## config.mk

```make
export PLATFORM = sky130hd
export DESIGN_NAME = hex_overlay_ctrl_flat
export DESIGN_NICKNAME = d
export VERILOG_FILES = /design/src/rtl/hex_overlay_if.sv /design/src/rtl/hex_overlay_ctrl.sv /design/src/flat_wrapper.sv
export SDC_FILE = /design/constraint.sdc
export NUM_CORES = 1
export LEC_CHECK = 0
export ABC_AREA = 0
export BUFFER_PORTS_ARGS = -buffer_cell sky130_fd_sc_hd__buf_2
export CAP_MARGIN = 15
export CORE_MARGIN = 3
export CORE_UTILIZATION = 30
export CTS_CLUSTER_SIZE = 40
export DETAILED_ROUTE_END_ITERATION = 8
export PLACE_DENSITY = 0.52
export SLEW_MARGIN = 30
export SYNTH_ARGS = -nofsm -noshare
export SYNTH_HDL_FRONTEND = slang
export SYNTH_SLANG_ARGS = --single-unit
```

## constraint.sdc

```tcl
create_clock -name clk -period 3.6 [get_ports clk]
set_clock_uncertainty 0.2 [all_clocks]
set_input_delay 0.54 -clock clk [delete_from_list [all_inputs] [get_ports clk]]
set_output_delay 0.54 -clock clk [all_outputs]
set_load 0.02 [all_outputs]
```

## src/rtl/hex_overlay_if.sv

```systemverilog
// Signal bundle between the hex overlay sequencer and its video timing, font ROM and mixer neighbours.
// The master modport is the sequencer side; the slave modport is the environment driving it.
interface hex_overlay_if #(
  parameter int DIGITS = 8
);
  logic                  pixel_en;
  logic [9:0]            hcount;
  logic [9:0]            vcount;
  logic                  vblank;
  logic [4*DIGITS-1:0]   value;
  logic [5:0]            font_char;
  logic [2:0]            font_row;
  logic [7:0]            font_data;
  logic                  ov_active;
  logic                  ov_ink;

  modport master (
    input  pixel_en, hcount, vcount, vblank, value, font_data,
    output font_char, font_row, ov_active, ov_ink
  );

  modport slave (
    output pixel_en, hcount, vcount, vblank, value, font_data,
    input  font_char, font_row, ov_active, ov_ink
  );
endinterface

```

## src/rtl/hex_overlay_ctrl.sv

```systemverilog
// Overlays a frame-stable hex value on the video stream by fetching one font row per digit
// one pixel ahead of the digit and serialising it into a per-pixel ink flag.
module hex_overlay_ctrl #(
  parameter int DIGITS = 8,
  parameter int X0     = 16,
  parameter int Y0     = 8
) (
  input  logic          clk,
  input  logic          reset,
  hex_overlay_if.master bus
);
  localparam int              DW          = (DIGITS > 1) ? $clog2(DIGITS) : 1;
  localparam logic [9:0]      FETCH_COL   = 10'(X0 - 1);
  localparam logic [9:0]      Y_FIRST     = 10'(Y0);
  localparam logic [9:0]      Y_LAST      = 10'(Y0 + 7);
  localparam logic [DW-1:0]   LAST_DIGIT  = DW'(DIGITS - 1);
  // With X0 == 1 the first fetch column is the first pixel of the line, so there is no arming pixel.
  localparam bit              ARM_AT_ZERO = (X0 == 1);

  typedef enum logic [1:0] {IDLE, ARMED, SHIFT} state_t;

  state_t              state_reg, state_next;
  logic [DW-1:0]       d_reg, d_next;
  logic [2:0]          b_reg, b_next;
  logic [7:0]          sr_reg, sr_next;
  logic [2:0]          row_reg, row_next;
  logic                active_reg, active_next;
  logic                ink_reg, ink_next;
  logic [5:0]          font_char_reg;
  logic [2:0]          font_row_reg;
  logic [4*DIGITS-1:0] shadow_reg;
  logic                vblank_q_reg;

  logic                fetch;
  logic                fetch_live;
  logic [DW-1:0]       fetch_digit;
  logic [2:0]          fetch_row;
  logic [5:0]          fetch_char;
  logic                line_ok;
  logic [2:0]          cur_row;
  logic [3:0]          nib [2**DW];

  // Most significant nibble is digit 0 (leftmost on screen).
  for (genvar gi = 0; gi < 2**DW; gi++) begin : g_nib
    if (gi < DIGITS) begin : g_real
      assign nib[gi] = shadow_reg[4*(DIGITS-1-gi) +: 4];
    end else begin : g_pad
      assign nib[gi] = 4'd0;
    end
  end

  assign line_ok    = (bus.vcount >= Y_FIRST) && (bus.vcount <= Y_LAST);
  assign cur_row    = 3'(bus.vcount - Y_FIRST);
  assign fetch_live = fetch && !reset;
  assign fetch_char = {2'b00, nib[fetch_digit]};

  always_comb begin
    state_next  = state_reg;
    d_next      = d_reg;
    b_next      = b_reg;
    sr_next     = sr_reg;
    row_next    = row_reg;
    active_next = active_reg;
    ink_next    = ink_reg;
    fetch       = 1'b0;
    fetch_digit = '0;
    fetch_row   = row_reg;
    if (bus.pixel_en) begin
      active_next = 1'b0;
      ink_next    = 1'b0;
      unique case (state_reg)
        IDLE: begin
          d_next = '0;
          b_next = '0;
          if (line_ok) begin
            if (ARM_AT_ZERO && bus.hcount == 10'd0) begin
              fetch      = 1'b1;
              fetch_row  = cur_row;
              row_next   = cur_row;
              state_next = SHIFT;
            end else if (bus.hcount < FETCH_COL) begin
              row_next   = cur_row;
              state_next = ARMED;
            end
          end
        end
        ARMED: begin
          if (bus.hcount == FETCH_COL) begin
            fetch      = 1'b1;
            b_next     = '0;
            state_next = SHIFT;
          end else if (bus.hcount > FETCH_COL) begin
            state_next = IDLE;
          end
        end
        SHIFT: begin
          active_next = 1'b1;
          ink_next    = ~sr_reg[7];
          sr_next     = {sr_reg[6:0], 1'b1};
          b_next      = b_reg + 3'd1;
          if (b_reg == 3'd7) begin
            if (d_reg == LAST_DIGIT) begin
              d_next     = '0;
              state_next = IDLE;
            end else begin
              fetch       = 1'b1;
              fetch_digit = d_reg + 1'b1;
              d_next      = d_reg + 1'b1;
            end
          end
        end
        default: state_next = IDLE;
      endcase
      if (fetch) sr_next = bus.font_data;
    end
  end

  always_ff @(posedge clk) begin
    if (reset) begin
      state_reg     <= IDLE;
      d_reg         <= '0;
      b_reg         <= '0;
      sr_reg        <= '1;
      row_reg       <= '0;
      active_reg    <= 1'b0;
      ink_reg       <= 1'b0;
      font_char_reg <= '0;
      font_row_reg  <= '0;
      shadow_reg    <= '0;
      vblank_q_reg  <= 1'b0;
    end else begin
      state_reg    <= state_next;
      d_reg        <= d_next;
      b_reg        <= b_next;
      sr_reg       <= sr_next;
      row_reg      <= row_next;
      active_reg   <= active_next;
      ink_reg      <= ink_next;
      vblank_q_reg <= bus.vblank;
      if (bus.vblank && !vblank_q_reg) shadow_reg <= bus.value;
      if (fetch) begin
        font_char_reg <= fetch_char;
        font_row_reg  <= fetch_row;
      end
    end
  end

  // The font ROM is combinational, so the fetch address must be visible in the fetch clk itself.
  assign bus.font_char = fetch_live ? fetch_char : font_char_reg;
  assign bus.font_row  = fetch_live ? fetch_row  : font_row_reg;
  assign bus.ov_active = active_reg;
  assign bus.ov_ink    = ink_reg;
endmodule

```

## src/flat_wrapper.sv

```systemverilog
// flat-port wrapper written by rule: the top's interface ports become plain ports
module hex_overlay_ctrl_flat 
#(
  parameter int DIGITS = 8,
  parameter int X0     = 16,
  parameter int Y0     = 8
)
  (clk, reset, bus_pixel_en, bus_hcount, bus_vcount, bus_vblank, bus_value, bus_font_data, bus_font_char, bus_font_row, bus_ov_active, bus_ov_ink);
  hex_overlay_if #(.DIGITS(DIGITS)) bus_i ();
  input  logic clk;
  input  logic reset;
  input wire logic [$bits(bus_i.pixel_en)-1:0] bus_pixel_en;
  input wire logic [$bits(bus_i.hcount)-1:0] bus_hcount;
  input wire logic [$bits(bus_i.vcount)-1:0] bus_vcount;
  input wire logic [$bits(bus_i.vblank)-1:0] bus_vblank;
  input wire logic [$bits(bus_i.value)-1:0] bus_value;
  input wire logic [$bits(bus_i.font_data)-1:0] bus_font_data;
  output wire logic [$bits(bus_i.font_char)-1:0] bus_font_char;
  output wire logic [$bits(bus_i.font_row)-1:0] bus_font_row;
  output wire logic [$bits(bus_i.ov_active)-1:0] bus_ov_active;
  output wire logic [$bits(bus_i.ov_ink)-1:0] bus_ov_ink;
  assign bus_i.pixel_en = bus_pixel_en;
  assign bus_i.hcount = bus_hcount;
  assign bus_i.vcount = bus_vcount;
  assign bus_i.vblank = bus_vblank;
  assign bus_i.value = bus_value;
  assign bus_i.font_data = bus_font_data;
  assign bus_font_char = bus_i.font_char;
  assign bus_font_row = bus_i.font_row;
  assign bus_ov_active = bus_i.ov_active;
  assign bus_ov_ink = bus_i.ov_ink;
  hex_overlay_ctrl #(.DIGITS(DIGITS), .X0(X0), .Y0(Y0)) u_core (.clk(clk), .reset(reset), .bus(bus_i));
endmodule
```

* Yosys cells after proc, flatten, opt, wreduce, memory -nomap -nowiden
Index checks and enable logic that the tools add are counted.
W data, S select, Z words.
** Word-level totals
- Register bits :: 61
- Input port bits :: 64
- Output and inout port bits :: 11
- Word-level logic and storage cells :: 76
** Operators by class
- Add/subtract/negate cells :: 3
- Order comparisons :: 5
- Eq/ne operators :: 11
- Mux-type cells :: 30
- Bitwise gates (word level) :: 2
- Reduce and logical (&&, ||, !) cells :: 14
** Operator list (count)
- $mux W3 :: 7
- $mux W8 :: 2
- $bmux W4 S3 :: 1
- $mux W2 :: 6
- $mux W4 :: 3
- $eq A10 B4 Y1 const B :: 1
- $ge A10 B4 Y1 const B :: 1
- $gt A10 B4 Y1 const B :: 1
- $le A10 B4 Y1 const B :: 1
- $lt A10 B4 Y1 const B :: 1
- $ne A2 B1 Y1 const B :: 5
- $pmux W3 S3 :: 1
- $mux W1 :: 7
- $add A3 B1 Y3 const B :: 2
- $eq A3 B3 Y1 const B :: 2
- $pmux W2 S3 :: 1
- $pmux W3 S2 :: 1
- $reduce_and A3 Y1 :: 2
- $reduce_and A6 Y1 :: 1
- $ge A4 B4 Y1 const B :: 1
- $not A3 Y4 :: 1
- $reduce_and A4 Y1 :: 1
- $reduce_bool A2 Y1 :: 2
- $logic_and A1 B1 Y1 :: 3
- other kinds (10) :: 11

* Longest topological paths before layout
Gate-level depths: netlist (run 1).
- Word-level depth :: 10
- Mapped depth :: 8
- Depth with buffers taken out :: 7

* Least setup slack after synthesis (run 1)
No wires, ideal clock.
- Path type :: reg2out
- From :: register u_core.d_reg[0]
- To :: output bus_font_char[0]
- Data arrival time :: 2.046 ns
- Data required time :: 2.860 ns
- Slack :: 0.814 ns
- Cell stages (with the launch flop) :: 9
- Path buffers :: 1
- Cells stage by stage :: dfxtp_1 > ha_1 > ha_1 > nor2_1 > buf_1 > and3_1 > a211oi_1 > o32a_1 > a21oi_1
** On the way
- Cells in the longest elaborated chain, start to end :: 10
- Elaborated cells on any way between the ends :: 17
- Classes of those cells :: 1 x add/sub; 1 x eq/ne; 13 x mux; 1 x bitwise; 1 x reduce/logical
** Ends and longest elaborated chain
- start: declaration :: RTL line hex_overlay_ctrl.sv:23 : logic [DW-1:0] d_reg, d_next;
- start signal: assignment :: RTL line hex_overlay_ctrl.sv:133 : d_reg <= d_next;
- $add A3 B1 Y3 / $eq A3 B3 Y1 (equally long branches) :: RTL line hex_overlay_ctrl.sv:107, hex_overlay_ctrl.sv:102
- $mux W3 :: RTL line hex_overlay_ctrl.sv:102 : if (d_reg == LAST_DIGIT) begin
- $mux W3 :: RTL line hex_overlay_ctrl.sv:101 : if (b_reg == 3'd7) begin
- $mux W3 :: RTL line hex_overlay_ctrl.sv:71 : unique case (state_reg)
- $mux W3 :: RTL line hex_overlay_ctrl.sv:68 : if (bus.pixel_en) begin
- $not A3 Y4 (not written as such) :: RTL line hex_overlay_ctrl.sv:55 : assign fetch_char = {2'b00, nib[fetch_digit]};
- $bmux W4 S3 :: RTL line hex_overlay_ctrl.sv:55
- $mux W4 (not written as such) (2 in series) :: RTL line hex_overlay_ctrl.sv:55
- $mux W4 (*) :: RTL line hex_overlay_ctrl.sv:149 : assign bus.font_char = fetch_live ? fetch_char : font_char_reg;
- end: declaration :: RTL line flat_wrapper.sv:18 : output wire logic [$bits(bus_i.font_char)-1:0] bus_font_char;
Mark *: on every way between the ends. The rest lies on a longest branch, timed or not. The select of a mux whose other input is x is not followed.

* Final worst setup path (run 1)
- From :: register u_core.d_reg[0]
- To :: output bus_font_row[0]
** On the way
- Cells in the longest elaborated chain, start to end :: 8
** Ends and longest elaborated chain
- $eq A3 B3 Y1 :: RTL line hex_overlay_ctrl.sv:102
- $mux W1 :: RTL line hex_overlay_ctrl.sv:102
- $mux W1 :: RTL line hex_overlay_ctrl.sv:101
- $pmux W1 S2 :: RTL line hex_overlay_ctrl.sv:71
- $mux W1 (2 in series) :: RTL line hex_overlay_ctrl.sv:68
- $logic_and A1 B1 Y1 :: RTL line hex_overlay_ctrl.sv:54 : assign fetch_live = fetch && !reset;
- $mux W3 :: RTL line hex_overlay_ctrl.sv:150 : assign bus.font_row = fetch_live ? fetch_row : font_row_reg;
- end: declaration :: RTL line flat_wrapper.sv:19 : output wire logic [$bits(bus_i.font_row)-1:0] bus_font_row;
Every way passes these cells. The select of a mux whose other input is x is not followed.

==> results of run 1 <==
==> timing repair <==
| item | CTS | global route |
|---|---|---|
| buffers inserted | 0 | 0 |
| setup endpoints to repair | 0 | 1 |
| gates resized for setup | 0 | 1 |
==> per-layer routing <==
| metal | global-route usage | share of wire |
|---|---|---|
| met5 | 0 | 0 |
| met1 | 0.1801 | 0.51 |
| met2 | 0.1944 | 0.43 |
| met4 | 0.05698 | 0.017 |
| met3 | 0.03364 | 0.049 |
==> worst register-to-register path, delay by kind of cell, from the launching register on <==
kind | cells | cell delay, ns
flip-flops | 1 | 0.33
multiplexers | 1 | 0.35
AND/OR/NAND/NOR | 1 | 0.15
AO/OA/AOI/OAI | 3 | 0.49
buffers and inverters | 1 | 0.22
adder cells (fa/ha/maj) | 2 | 0.42
==> metrics by stage <==
step | area [µm²] | instances | util
after CTS | 3511 | 538 | 0.3800
after detailed placement | 3327 | 522 | 0.3601
after floorplan | 2868 | 338 | -
after global routing | 3512 | 538 | 0.3801
final | 3512 | 538 | 0.3801
after global placement | 3324 | 522 | 0.3598
==> worst max path at each step <==
stage | startpoint | endpoint | slack, ns | cells after the start
2_1_floorplan | u_core.d_reg[0]$_SDFFE_PP0P_ | bus_font_char[0] | 0.81 | 8
5_1_grt | u_core.state_reg[0]$_SDFFE_PP0P_ | bus_font_char[2] | 0.10 | 8
3_5_place_dp | bus_hcount[7] | bus_font_row[0] | 0.48 | 6
6_report | u_core.d_reg[0]$_SDFFE_PP0P_ | bus_font_row[0] | 0.34 | 6
3_3_place_gp | bus_hcount[7] | bus_font_row[0] | 0.49 | 6
4_1_cts | u_core.state_reg[0]$_SDFFE_PP0P_ | bus_font_char[2] | 0.22 | 8
==> area by class of cell <==
cell class	count	area [µm²]
clock buffer	10	137.6
tap	129	161.4
timing repair buffer	77	397.9
sequential	61	1221
multi-input combinational	250	1529
fill	982	5728
inverter	5	18.77
clock inverter	6	46.29
==> power by group through the flow <==
stage / clock network (mW) / registers, mW / logic [mW]
final: 0.563 / 0.706 / 0.109
after global routing: 0.612 / 0.708 / 0.124
after CTS: 0.583 / 0.706 / 0.110
after detailed placement: 0 / 0.721 / 0.109
after global placement: 0 / 0.722 / 0.108
after floorplan: 0 / 0.717 / 0.0623
==> logic make-up after synthesis <==
family / share of synthesized area
DFF: 0.4264
adders and majority gates: 0.03058
and+or+nand+nor: 0.2097
buffers and inverters: 0.04325
other: 0.001309
muxes: 0.08737
AOI/OAI and AO/OA: 0.2014
==> cell usage in the layout (no fill, tap or decap), types with 2 or more instances in the layout <==
| cell type | count |
|---|---|
| sky130_fd_sc_hd__nand2_1 | 73 |
| sky130_fd_sc_hd__buf_2 | 72 |
| sky130_fd_sc_hd__dfxtp_1 | 61 |
| sky130_fd_sc_hd__a21oi_1 | 49 |
| sky130_fd_sc_hd__nor2_1 | 22 |
| sky130_fd_sc_hd__mux2_2 | 15 |
| sky130_fd_sc_hd__a211oi_1 | 12 |
| sky130_fd_sc_hd__clkbuf_8 | 10 |
| sky130_fd_sc_hd__o21ai_0 | 9 |
| sky130_fd_sc_hd__and3_1 | 8 |
| sky130_fd_sc_hd__o22a_1 | 7 |
| sky130_fd_sc_hd__mux2i_1 | 7 |
| sky130_fd_sc_hd__ha_1 | 7 |
| sky130_fd_sc_hd__nor2b_1 | 5 |
| sky130_fd_sc_hd__inv_1 | 5 |
| sky130_fd_sc_hd__buf_4 | 5 |
| sky130_fd_sc_hd__o32a_1 | 4 |
| sky130_fd_sc_hd__nand3b_1 | 3 |
| sky130_fd_sc_hd__and2_1 | 2 |
| sky130_fd_sc_hd__nand3_1 | 2 |
| sky130_fd_sc_hd__o211ai_1 | 2 |
| sky130_fd_sc_hd__a22oi_1 | 2 |
| sky130_fd_sc_hd__nand2b_1 | 2 |
| sky130_fd_sc_hd__conb_1 | 2 |
| sky130_fd_sc_hd__clkinvlp_4 | 2 |
| sky130_fd_sc_hd__inv_6 | 2 |
==> metrics, run 1 <==
arrival time at the worst endpoint 2.52 ns; cell depth of the worst hold path 3; setup slack, reg-to-reg 1.34 ns; maximum number of pins on one net before global-route repair 51; portion of total power attributed to combinational logic 0.079; Max clock buf depth 2; initial antenna violation count 0; top-area cell type share of the netlist area 0.4264; count of mapped cells out of synthesis 337; Die ar. 10,750 µm²; critical path type reg2out; dpl ws 0.4849 ns; Clock power frac 0.409; Reg2Reg Depth 8; worst voltage drop across the vdd grid 0.1366 mV; number of nets in the layout 475; gp weighted congestion 0.8133; via count normalized by instance count 4.606; nature of the critical path startpoint flop; worst-margin pin slew 0.7754 ns; count of maximum capacitance violations 0; most numerous cell types in the synthesized netlist 73 x sky130_fd_sc_hd__nand2_1, 61 x sky130_fd_sc_hd__dfxtp_1, 49 x sky130_fd_sc_hd__a21oi_1; cell type with the largest total area after synthesis sky130_fd_sc_hd__dfxtp_1; Net Sw Frac 0.2618; type of element capturing the critical path output port; cell-by-cell listing of the critical path ha_1 -> ha_1 -> nand3b_1 -> a211oi_4 -> mux2_2 -> buf_2; Slew HR 0.4808; Clock Sinks 61; Internal Power 1.017 mW; required time of the critical path 2.86 ns; via count of the first global-routing pass 2,424; final worst path period share 0.9068; detailed-route via count 2,478; number of design rule violations left after detail routing 0; sequential fraction of design power 0.513; Detail Route Antenna Nets 0; Core Footprint 9240 µm²; layout cell share with drive strength beyond 1 0.2885; hold slack final 0.2266 ns; clock-pin slew on the worst setup and hold paths 0.07 ns; top cells by area in the synthesized netlist sky130_fd_sc_hd__dfxtp_1 43%, sky130_fd_sc_hd__nand2_1 9.6%, sky130_fd_sc_hd__a21oi_1 8.6%; maximum clock frequency 0.3063 GHz; count of state elements after synthesis 61; horizontal die dimension 103.7 µm; Netlist Area Pre-Place 2864 µm²; Detailed Place HPWL 5044 µm; number of hold buffers added after cts 0; RSZ-0062 raised after global routing no; leak pwr 1.409 nW; DIE HEIGHT 103.7 µm; CP delay by family, top compound AO/OA/AOI/OAI gates; r2r startpoint u_core.d_reg[0]$_SDFFE_PP0P_; Port Buffer Count 72; number of optimization iterations in the first detailed-route pass 4; final setup fails 0; Critical Path Most Common Cell sky130_fd_sc_hd__ha_1; deepest level of the CTS H-tree 3; Final min period 3.264 ns; number of hold violations in the final report 0; crit-path max FO 12; destination of the worst register-to-register timing path u_core.font_char_reg[0]$_SDFFE_PP0P_; Yosys cell types 40; Iter 0 DRT Violations 114; number of buffers created by CTS 9; buffer type at the clock tree root sky130_fd_sc_hd__clkbuf_8; largest incremental delay on the critical path 0.58 ns; number of placed I/O pins 75; WL/cell 12.91 µm; worst skew pair latency 0.34 ns; Fin Setup TNS 0 ns; critical path's slowest cell sky130_fd_sc_hd__a211oi_4; Global Route Usage Sum 0.1311; most instantiated library cell after synthesis sky130_fd_sc_hd__nand2_1; final total power 1.377 mW; std cell rows 35; hold wc startpoint bus_value[8]; class of the tightest hold or removal check in2reg; antenna cell count 0; ratio of total power to cell area 392.1 nW/µm²; final wirelength 6944 µm; effective utilization at floorplan 0.3100; clock tree from TritonCTS built; result of the run finished clean; first-pass GRT wire length 11,540 µm; number of flip-flops in the largest register 32; main flop type after synthesis sky130_fd_sc_hd__dfxtp_1; sequential fraction of the synthesis area 0.4264; leftover overflow at the end of global routing 0; Area growth syn-to-layout 22.63%; Post-synth EDFFs 0; worst min-delay path endpoint u_core.nib[8]$_SDFFE_PP0P_; mean cell area of the mapped netlist 8.499 µm²; Net Switching 0.3605 mW; Yosys Warn Count 0; number of pins exceeding their max-slew limit in the final report 0; ys async rst share 0; total buffers and inverters traversed by the critical path 1; worst setup margin 0.3356 ns
(Power assumes the default switching activity.)
==> inputs of run 2 (changes only) <==
--- a/config.mk
+++ b/config.mk
@@ -10,6 +10,7 @@
 export CAP_MARGIN = 15
 export CORE_MARGIN = 3
 export CORE_UTILIZATION = 30
+export CTS_BUF_LIST = sky130_fd_sc_hd__clkbuf_4
 export CTS_CLUSTER_SIZE = 40
 export DETAILED_ROUTE_END_ITERATION = 8
 export PLACE_DENSITY = 0.52
==> run 2 against run 1 <==
Compared with the run above: worst hold slack got worse by 0.079 ns; non-clock buffer count did not move; combinational power barely moved; first-iteration DRC count rose by 13%.
==> metrics, run 2 (same netlist as run 1, synthesis figures left out) <==
number of optimization iterations in the first detailed-route pass 5 (+1); number of buffers created by CTS 9 (unchanged); final total power 1.233 mW (-10%); sequential fraction of design power 0.572 (+0.059); Detailed Place HPWL 5044 µm (unchanged); WL/cell 12.93 µm (+0.16%); final wirelength 6955 µm (+0.16%); clock tree from TritonCTS built; deepest level of the CTS H-tree 3 (unchanged); Reg2Reg Depth 7 (-1); Cell Area, Placed 3327 µm² (unchanged); type of element capturing the critical path output port; Detail Route Antenna Nets 0 (unchanged); count of maximum capacitance violations 0 (unchanged); destination of the worst register-to-register timing path u_core.font_char_reg[1]$_SDFFE_PP0P_; Multi-input gate area 1529 µm² (unchanged); leak pwr 1.380 nW (-2.1%); worst voltage drop across the vdd grid 0.09904 mV (-27%); Net Sw Frac 0.2800 (+0.01823); Area growth syn-to-layout 20.31%; Port Buffer Count 72 (unchanged); required time of the critical path 2.86 ns (about the same); Max clock buf depth 2 (unchanged); number of pins exceeding their max-slew limit in the final report 0 (unchanged); arrival time at the worst endpoint 2.62 ns (+0.10 ns); Filler cells 991 (+0.92%); number of nets in the layout 475 (unchanged); Iter 0 DRT Violations 129 (+13%); worst skew pair latency 0.41 ns (+0.07 ns); number of flip-flops in the largest register 32 (unchanged); crit-path max FO 12 (unchanged); DIE HEIGHT 103.7 µm (unchanged); setup slack, reg-to-reg 1.33 ns (about the same); Net Switching 0.3453 mW (-4.2%); Clock power frac 0.340 (-0.069); number of hold violations in the final report 0 (unchanged); std cell rows 35 (unchanged); cell depth of the worst hold path 3 (unchanged); buffer type at the clock tree root sky130_fd_sc_hd__clkbuf_4; detailed-route via count 2,523 (+1.8%); layout cell share with drive strength beyond 1 0.2861 (-0.002445); maximum number of pins on one net before global-route repair 51 (unchanged); most frequent cells in the layout 73 x sky130_fd_sc_hd__nand2_1, 72 x sky130_fd_sc_hd__buf_2, 61 x sky130_fd_sc_hd__dfxtp_1, 49 x sky130_fd_sc_hd__a21oi_1, 22 x sky130_fd_sc_hd__nor2_1; via count normalized by instance count 4.690 (+1.8%); clock-pin slew on the worst setup and hold paths 0.12 ns (+0.05 ns); Global Route Usage Sum 0.1310 (-0.0001316); Final min period 3.356 ns (+0.09119 ns); worst min-delay path endpoint u_core.nib[16]$_SDFFE_PP0P_; result of the run finished clean; leftover overflow at the end of global routing 0 (unchanged); first-pass GRT wire length 11,540 µm (about the same); via count of the first global-routing pass 2,426 (+0.083%); hold wc startpoint bus_value[16]; final design area excluding fillers 3446 µm² (-1.9%); dpl ws 0.4849 ns (unchanged); ratio of total power to cell area 357.8 nW/µm² (-8.8%); class of the tightest hold or removal check in2reg; worst setup margin 0.2444 ns (-0.09119 ns); final worst path period share 0.9321 (+0.02533); number of hold buffers added after cts 0 (unchanged); worst-margin pin slew 0.7515 ns (-0.02390 ns); initial antenna violation count 0 (unchanged); horizontal die dimension 103.7 µm (unchanged); antenna cell count 0 (unchanged); r2r startpoint u_core.state_reg[0]$_SDFFE_PP0P_; nature of the critical path startpoint flop; Core Footprint 9240 µm² (unchanged); critical path type reg2out; Die ar. 10,750 µm² (unchanged); effective utilization at floorplan 0.3100 (unchanged); final setup fails 0 (unchanged); number of placed I/O pins 75 (unchanged); gp weighted congestion 0.8133 (unchanged); maximum clock frequency 0.2980 GHz (-2.7%); Slew HR 0.4968 (+0.01600); Fin Setup TNS 0 ns (unchanged); Clock Sinks 61 (unchanged); Internal Power 0.8877 mW (-13%); FF+latch area 1221 µm² (unchanged); number of design rule violations left after detail routing 0 (unchanged); RSZ-0062 raised after global routing no; portion of total power attributed to combinational logic 0.088 (+0.009); most common cell after layout, fill and taps aside sky130_fd_sc_hd__nand2_1
[run 2: final cells by class]
type | instances | share of cell area
Tap cell | 129 | 0.04684
Clock buffer | 9 | 0.01961
Timing Repair Buffer | 77 | 0.1155
Sequential cell | 61 | 0.3544
Multi-Input combinational cell | 250 | 0.4437
Clock inverter | 7 | 0.01452
Inverter | 5 | 0.005447
[run 2: routing by layer]
layer | global-route usage | up-vias | wire length [µm]
met1 | 0.1808 | 1145 | 3483
met5 | 0 | - | 0
met4 | 0.04843 | 0 | 78
met2 | 0.1944 | 66 | 3034
li1 | - | 1306 | -
met3 | 0.03738 | 6 | 359
[run 2: worst max-delay path, stage by stage, from the launching register on]
cell                       delay [ns]
sky130_fd_sc_hd__dfxtp_1         0.34
sky130_fd_sc_hd__inv_1           0.08
sky130_fd_sc_hd__ha_1            0.28
sky130_fd_sc_hd__and3_2          0.34
sky130_fd_sc_hd__and2_1          0.33
sky130_fd_sc_hd__a211oi_1        0.08
sky130_fd_sc_hd__o32a_1          0.39
sky130_fd_sc_hd__a21oi_1         0.18
sky130_fd_sc_hd__buf_2           0.19
[run 2: worst max path at each step]
stage                                           from          endpoint  slack, ns  depth (start not counted)
finish              u_core.state_reg[0]$_SDFFE_PP0P_  bus_font_char[2]       0.24                          8
floorplan               u_core.d_reg[0]$_SDFFE_PP0P_  bus_font_char[0]       0.81                          8
global route        u_core.state_reg[0]$_SDFFE_PP0P_  bus_font_char[2]      0.005                          8
CTS                 u_core.state_reg[0]$_SDFFE_PP0P_  bus_font_char[2]       0.13                          8
global placement                       bus_hcount[7]   bus_font_row[0]       0.49                          6
detailed placement                     bus_hcount[7]   bus_font_row[0]       0.48                          6
[run 2: through the flow]
step	util	hold slack [ns]	instances
final	0.3729	0.1472	538
after global routing	0.3729	0.1164	538
after CTS	0.3728	0.1200	538
after detailed placement	0.3601	0.2431	522
after global placement	0.3598	0.2434	522
after floorplan	-	0.2318	338
[run 2: what timing repair did]
action                                  in CTS  in global routing
setup buffers                                0                  0
resized for setup                            0                  1
endpoints found under the setup margin       0                  4
[run 2: power groups by stage]
stage	clock network (mW)	logic (mW)	registers, mW
after floorplan	0	0.0623	0.717
after global placement	0	0.108	0.722
after detailed placement	0	0.109	0.721
after CTS	0.434	0.110	0.706
after global routing	0.467	0.124	0.709
final	0.419	0.108	0.706
